**config.mk**
```make
export PLATFORM = sky130hd
export DESIGN_NAME = mul_seq_16_flat
export DESIGN_NICKNAME = d
export VERILOG_FILES = /design/src/rtl/mul_seq_pkg.sv /design/src/rtl/mul_seq_16_if.sv /design/src/rtl/mul_seq_16_cla.sv /design/src/rtl/mul_seq_16.sv /design/src/flat_wrapper.sv
export SDC_FILE = /design/constraint.sdc
export NUM_CORES = 1
export LEC_CHECK = 0
export ABC_AREA = 0
export CAP_MARGIN = 30
export CORE_MARGIN = 2
export CORE_UTILIZATION = 30
export CTS_BUF_LIST = sky130_fd_sc_hd__clkbuf_4 sky130_fd_sc_hd__clkbuf_8 sky130_fd_sc_hd__clkbuf_16
export DETAILED_ROUTE_END_ITERATION = 7
export PLACE_DENSITY = 0.56
export SLEW_MARGIN = 15
export SYNTH_ARGS = -nofsm -noshare
export SYNTH_HDL_FRONTEND = slang
export SYNTH_HIERARCHICAL = 1
export SYNTH_SLANG_ARGS = --single-unit
```
**constraint.sdc**
```tcl
create_clock -name clk -period 7.58 [get_ports clk]
set_input_delay 2.274 -clock clk [delete_from_list [all_inputs] [get_ports clk]]
set_output_delay 2.274 -clock clk [all_outputs]
set_load 0.1 [all_outputs]
```
**src/rtl/mul_seq_pkg.sv**
```systemverilog
// mul_seq_pkg: shared state type and sizing for the sequential multiplier.
package mul_seq_pkg;
   typedef enum logic [1:0] {IDLE, RUN, DONE} mul_state_t;
   localparam int MUL_WIDTH = 16;
   localparam int MUL_ITERS = MUL_WIDTH;
endpackage

```
**src/rtl/mul_seq_16_if.sv**
```systemverilog
// mul_seq_16_if: multiplier request/result bundle.
//   start/abort/op_a/op_b : requester -> multiplier
//   busy/done/prod        : multiplier -> requester
interface mul_seq_16_if;
   import mul_seq_pkg::*;
   logic                     start;
   logic                     abort;
   logic [MUL_WIDTH-1:0]     op_a;
   logic [MUL_WIDTH-1:0]     op_b;
   logic                     busy;
   logic                     done;
   logic [2*MUL_WIDTH-1:0]   prod;
   modport master (output start, abort, op_a, op_b, input busy, done, prod);
   modport slave  (input start, abort, op_a, op_b, output busy, done, prod);
endinterface

```
**src/rtl/mul_seq_16_cla.sv**
```systemverilog
// CLA_16bit: 16-bit add/subtract, lookahead across 4-bit groups.
//   A, B  : operands
//   sub   : 1 = A - B, 0 = A + B
//   Sum   : result
//   Error : signed overflow
module CLA_16bit (
   input  logic [15:0] A,
   input  logic [15:0] B,
   input  logic        sub,
   output logic [15:0] Sum,
   output logic        Error
);
   logic [15:0] bx, g, p;
   logic [3:0]  gg, gp;
   logic [4:0]  gc;
   logic [16:0] c;
   always_comb begin
      bx = B ^ {16{sub}};
      g  = A & bx;
      p  = A ^ bx;
      gc[0] = sub;
      for (int j = 0; j < 4; j++) begin
         gg[j] = g[4*j+3] | (p[4*j+3] & (g[4*j+2] | (p[4*j+2] & (g[4*j+1] | (p[4*j+1] & g[4*j])))));
         gp[j] = &p[4*j +: 4];
         gc[j+1] = gg[j] | (gp[j] & gc[j]);
      end
      c[0] = gc[0];
      for (int i = 1; i < 16; i++)
         c[i] = (i % 4 == 0) ? gc[i/4] : (g[i-1] | (p[i-1] & c[i-1]));
      c[16] = gc[4];
      Sum   = p ^ c[15:0];
      Error = c[16] ^ c[15];
   end
endmodule

```
**src/rtl/mul_seq_16.sv**
```systemverilog
// mul_seq_16: unsigned 16x16->32 shift-and-add multiplier reusing one CLA_16bit.
//   clk, rst : clock, synchronous active-high reset
//   bus      : start/abort/op_a/op_b in, busy/done/prod out
module mul_seq_16
   import mul_seq_pkg::*;
#(
   parameter int WIDTH = MUL_WIDTH,
   parameter int ITERS = WIDTH
) (
   input  logic         clk,
   input  logic         rst,
   mul_seq_16_if.slave  bus
);
   localparam int CW = $clog2(ITERS);
   if (WIDTH != MUL_WIDTH) begin : g_width_check
      $error("mul_seq_16: WIDTH must match CLA_16bit width");
   end
   mul_state_t         state, state_n;
   logic [WIDTH-1:0]   hi, lo, mcand, sum;
   logic [2*WIDTH-1:0] prod;
   logic [2*WIDTH:0]   shifted;
   logic [CW-1:0]      cnt;
   logic               carry, last, cla_err_unused;
   CLA_16bit u_cla (.A(hi), .B(mcand), .sub(1'b0), .Sum(sum), .Error(cla_err_unused));
   always_comb begin
      // CLA has no carry-out port; rebuild unsigned carry from the top bits.
      carry   = (hi[WIDTH-1] & mcand[WIDTH-1]) | ((hi[WIDTH-1] ^ mcand[WIDTH-1]) & ~sum[WIDTH-1]);
      shifted = lo[0] ? {carry, sum, lo} : {1'b0, hi, lo};
      last    = cnt == CW'(ITERS - 1);
      state_n = state;
      case (state)
         IDLE:    state_n = (bus.start && !bus.abort) ? RUN : IDLE;
         RUN:     state_n = bus.abort ? IDLE : (last ? DONE : RUN);
         default: state_n = IDLE;
      endcase
   end
   always_ff @(posedge clk) begin
      if (rst) begin
         state <= IDLE;
         hi    <= '0;
         lo    <= '0;
         mcand <= '0;
         cnt   <= '0;
         prod  <= '0;
      end else begin
         state <= state_n;
         if (state == IDLE && state_n == RUN) begin
            lo    <= bus.op_a;
            mcand <= bus.op_b;
            hi    <= '0;
            cnt   <= '0;
         end
         if (state == RUN) begin
            {hi, lo} <= shifted[2*WIDTH:1];
            cnt      <= cnt + 1'b1;
         end
         if (state == RUN && state_n == DONE)
            prod <= shifted[2*WIDTH:1];
      end
   end
   assign bus.busy = state == RUN;
   assign bus.done = state == DONE;
   assign bus.prod = prod;
endmodule

```
**src/flat_wrapper.sv**
```systemverilog
// flat-port wrapper written by rule: the top's interface ports become plain ports
module mul_seq_16_flat import mul_seq_pkg::*;
#(
   parameter int WIDTH = MUL_WIDTH,
   parameter int ITERS = WIDTH
)
  (clk, rst, bus_start, bus_abort, bus_op_a, bus_op_b, bus_busy, bus_done, bus_prod);
  mul_seq_16_if bus_i ();
  input  logic clk;
  input  logic rst;
  input wire logic [$bits(bus_i.start)-1:0] bus_start;
  input wire logic [$bits(bus_i.abort)-1:0] bus_abort;
  input wire logic [$bits(bus_i.op_a)-1:0] bus_op_a;
  input wire logic [$bits(bus_i.op_b)-1:0] bus_op_b;
  output wire logic [$bits(bus_i.busy)-1:0] bus_busy;
  output wire logic [$bits(bus_i.done)-1:0] bus_done;
  output wire logic [$bits(bus_i.prod)-1:0] bus_prod;
  assign bus_i.start = bus_start;
  assign bus_i.abort = bus_abort;
  assign bus_i.op_a = bus_op_a;
  assign bus_i.op_b = bus_op_b;
  assign bus_busy = bus_i.busy;
  assign bus_done = bus_i.done;
  assign bus_prod = bus_i.prod;
  mul_seq_16 #(.WIDTH(WIDTH), .ITERS(ITERS)) u_core (.clk(clk), .rst(rst), .bus(bus_i));
endmodule
```
Word level (Yosys, flattened, before mapping)
Cells that the tools add are included.
{"block": "word_totals", "output_inout_bits": 34, "inputBits": 36, "elab_cells": 79, "reg_bits": 86}
{"block": "classes", "n_mux": 11, "reduce_logical": 8, "bitwise_logic": 48, "n_addsub": 1, "n_eq_ne": 5}
{"cell": "16-bit 2-to-1 mux", "n": 4}
{"cell": "33-bit 2-to-1 mux", "n": 1}
{"cell": "16-bit bitwise XOR", "n": 2}
{"cell": "1-bit bitwise AND", "n": 22}
{"cell": "1-bit bitwise OR", "n": 21}
{"cell": "15-bit bitwise AND", "n": 1}
{"cell": "4-bit 2-to-1 mux", "n": 2}
{"cell": "4-bit AND reduction", "n": 2}
{"cell": "4-bit by 1-bit adder with 4-bit output, second input constant", "n": 1}
{"cell": "2-bit by 1-bit equality test with 1-bit output, second input constant", "n": 2}
{"cell": "2-bit equality test, second input constant", "n": 2}
{"cell": "4-bit equality test, second input constant", "n": 1}
{"cell": "2-bit 2-to-1 mux", "n": 2}
{"cell": "2-bit case mux with 2 select lines", "n": 1}
{"cell": "1-bit logical AND", "n": 3}
{"cell": "2-bit logical NOT", "n": 1}
{"cell": "2-bit nonzero test", "n": 1}
{"cell": "1-bit logical NOT", "n": 1}
{"cell": "1-bit 2-to-1 mux", "n": 1}
{"cell": "1-bit inverter", "n": 1}
{"cell": "1-bit bitwise XOR", "n": 1}

Depth between registers and ports, before layout
{"block": "depth", "word_depth": 23, "mapped_depth": 17, "ltp_nobuf": 15}

Modules after synthesis
Netlist, hierarchy kept.
{"mod": "mul_seq_16", "seq_area_each_um2": 1721.7, "n_inst": 1, "cells_per_inst": 407, "area_each_um2": 3350.7}
{"mod": "CLA_16bit", "seq_area_each_um2": 0.0, "n_inst": 1, "cells_per_inst": 117, "area_each_um2": 970.9}

Worst setup path before layout
OpenSTA, ideal clock, no wires.
{"block": "synth_path", "path_kind": "reg2out", "startpoint": "register u_core.state[0]", "endpoint": "output port bus_busy", "path_slack_ps": 3528, "t_arrival_ps": 1778, "required_time_ps": 5306, "path_stages_with_launch": 5, "path_buffers": 2, "path_cell_list": "dfxtp_1 -> nand2b_1 -> buf_2 -> clkinv_1 -> clkbuf_1"}
{"block": "synth_between", "elab_chain_cells": 1}
{"item": "start: declaration", "line_no": "mul_seq_16.sv:18", "source": "mul_state_t state, state_n;"}
{"item": "start signal: assignment", "line_no": "mul_seq_16.sv:46", "source": "state <= state_n;"}
{"item": "2-bit by 1-bit equality test with 1-bit output", "line_no": "mul_seq_16.sv:61", "source": "assign bus.busy = state == RUN;"}
{"item": "end: declaration", "line_no": "flat_wrapper.sv:15", "source": "output wire logic [$bits(bus_i.busy)-1:0] bus_busy;"}
Every way passes these cells.

Worst setup path in the final report
Ends and elaborated chain as after synthesis.

==> out/metrics.yaml <==
outcome: "complete, no violations"
critPathBufInv: 3
wl_per_cell_um: 13.0
start_util_pct: 30.5
cts.sinks: 86
core_area_sq_um: 13800
syn_nets: 571
post_synth.cell_area_avg_sq_um: 8.26
wl_met2_um: 4380
wirelength_met1_um: 4770
hp-class: "flip-flop to flip-flop"
clockBufferDepth: 2
fin_crit_ps: 4810
clk_latency_ps: 350
multi_input_area_sq_um: 2210
die_h_um: 122
cts_tree: "built"
highest-signal-layer: "met4"
num_rows: 43
wl_um: 9730
switchingPower_uw: 253
grt_antenna_before_repair: 0
p_clk_share_pct: 42.8
first_pass_iters: 4
port_buffers: 69
worstMarginPinSlew_ps: 981
fillers: 1478
drive_gt1_share_pct: 5.45
clk_pin_slew_worst_paths_ps: 60
yosysWarnings: 6
diodes: 0
swShare_pct: 24.4
ant_nets: 0
drc: 0
grt_usage_pct: 13.7
cp_slowest_stage_delay_ps: 1140
cts-root-buf: "clkbuf_16"
vias: 3478
cts_buffers: 9
cts_hold_buf: 0
crit_path_start_kind: "flip-flop"
p_comb_share_pct: 11.2
worstSetupEndpointType: "output port"
worstSetupPathType: "flip-flop to output port"
htreeDepth: 3
finalPower_uw: 1040
path_cells: "nand2b_1 > clkinv_1 > buf_16 > clkdlybuf4s50_1"
globalplace.congestion: 0.790
fin_tns_setup_ps: 0
p_per_area_nw_per_um2: 193
fmax_mhz: 208
drtIter0Drc: 269
layoutNonFillerInstCount: 749
num_io_pins: 70
p_int_uw: 783
fin_skew_ps: 6.50
crit_arrival_ps: 2530
avgViaCountPerCell: 4.64
slew_headroom_pct: 34.4
fin_nets: 626
grt_pass1_wl_um: 16100
p_leak_uw: 0.00195
postSynthCellCount: 509
slowest_stage: "clkdlybuf4s50_1"
critPathTopFamily: "buffers and inverters"
report.final.slew_viol_count: 0
cts_setup_buffers: 0
peakVddDrop_mv: 0.113
grt_pass1_vias: 3328
drv_cap: 0
seq_area_sq_um: 1720
synthesis.area_sq_um: 4210
ctsResizeCount: 0
hold_viol: 0
die_w_um: 122
place_hpwl_um: 6580
grt_overflow: 0
min_period_over_period_pct: 63.4
setup_violations: 0
die_area_sq_um: 15000
cp.required_ps: 5310
met3_length_um: 483
post-place-cells: 732
grt_max_degree: 87
rsz0062_at_grt: "false"
area_growth_pct: 27.2
p_seq_share_pct: 46.0
crit_fanout: 23
flip-flops by register name (all words and copies together) (netlist names):
signal,count
u_core/hi,16
u_core/state,2
u_core/cnt,4
u_core/mcand,16
u_core/bus.prod,32
u_core/lo,16
worst register-to-register path: stages, from the launching register on:
cell and delay (ps):
dfxtp_1 320, xor2_1 140, ha_1 320, nand2_1 90, nor2_1 230, o31ai_4 120, a21oi_2 130, nor2_1 70
fa_1 380, fa_1 420, fa_1 490, inv_1 40, mux2i_1 210, nor2_1 70, a21oi_1 140, nor2_1 50
power groups by stage:
| stage | Clock [uW] | Sequential (uW) | Combinational (uW) |
|---|---|---|---|
| 2_1_floorplan | 0 | 483 | 79.1 |
| 3_3_place_gp | 0 | 488 | 110 |
| 3_5_place_dp | 0 | 486 | 115 |
| 4_1_cts | 456 | 476 | 115 |
| 5_1_grt | 474 | 478 | 131 |
| 6_report | 443 | 476 | 116 |
layout make-up:
| class | instances | area share (%) |
|---|---|---|
| clock buffer | 12 | 4.63 |
| inverter | 35 | 2.45 |
| tap | 180 | 4.21 |
| clock inverter | 4 | 0.888 |
| multi-input combinational | 355 | 41.2 |
| timing repair buffer | 77 | 14.4 |
| sequential | 86 | 32.2 |
cells in the final DEF, fill, tap and decap left out, drive strengths merged, types with 17 or more instances in the layout:
| cell type | n |
|---|---|
| inv | 34 |
| a211oi | 17 |
| mux2i | 17 |
| nand2 | 73 |
| clkdlybuf4s50 | 68 |
| nor2 | 71 |
| a21oi | 58 |
| nor3 | 30 |
| dfxtp | 86 |
| xor2 | 17 |
layer usage:
metal,track usage (%),up-vias
li1,-,1806
met1,17.6,1596
met2,22.2,68
met3,4.32,8
met4,3.59,0
met5,0,-
metrics by stage:
stage	worst slack (ps)	instance area [sq um]	util, %	hold WS [ps]
2_1_floorplan	3530	4210	-	432
3_3_place_gp	2910	5010	36.4	445
3_5_place_dp	2890	5030	36.5	448
4_1_cts	2500	5330	38.7	457
5_1_grt	2640	5350	38.9	469
6_report	2770	5350	38.9	457
path summary, 6_finish.rpt:
| check | slack (ps) | to | start | cells past startpoint |
|---|---|---|---|---|
| worst min-delay path | 460 | u_core/bus.prod[7] | u_core/bus.prod[7] | 2 |
| worst min register to register | 460 | u_core/bus.prod[7] | u_core/bus.prod[7] | 2 |
| worst max register to register | 4220 | u_core/hi[13] | u_core/mcand[7] | 15 |
| worst max-delay path | 2770 | bus_busy | u_core/state[0] | 4 |
No activity file was read; power rests on OpenSTA's default activity.
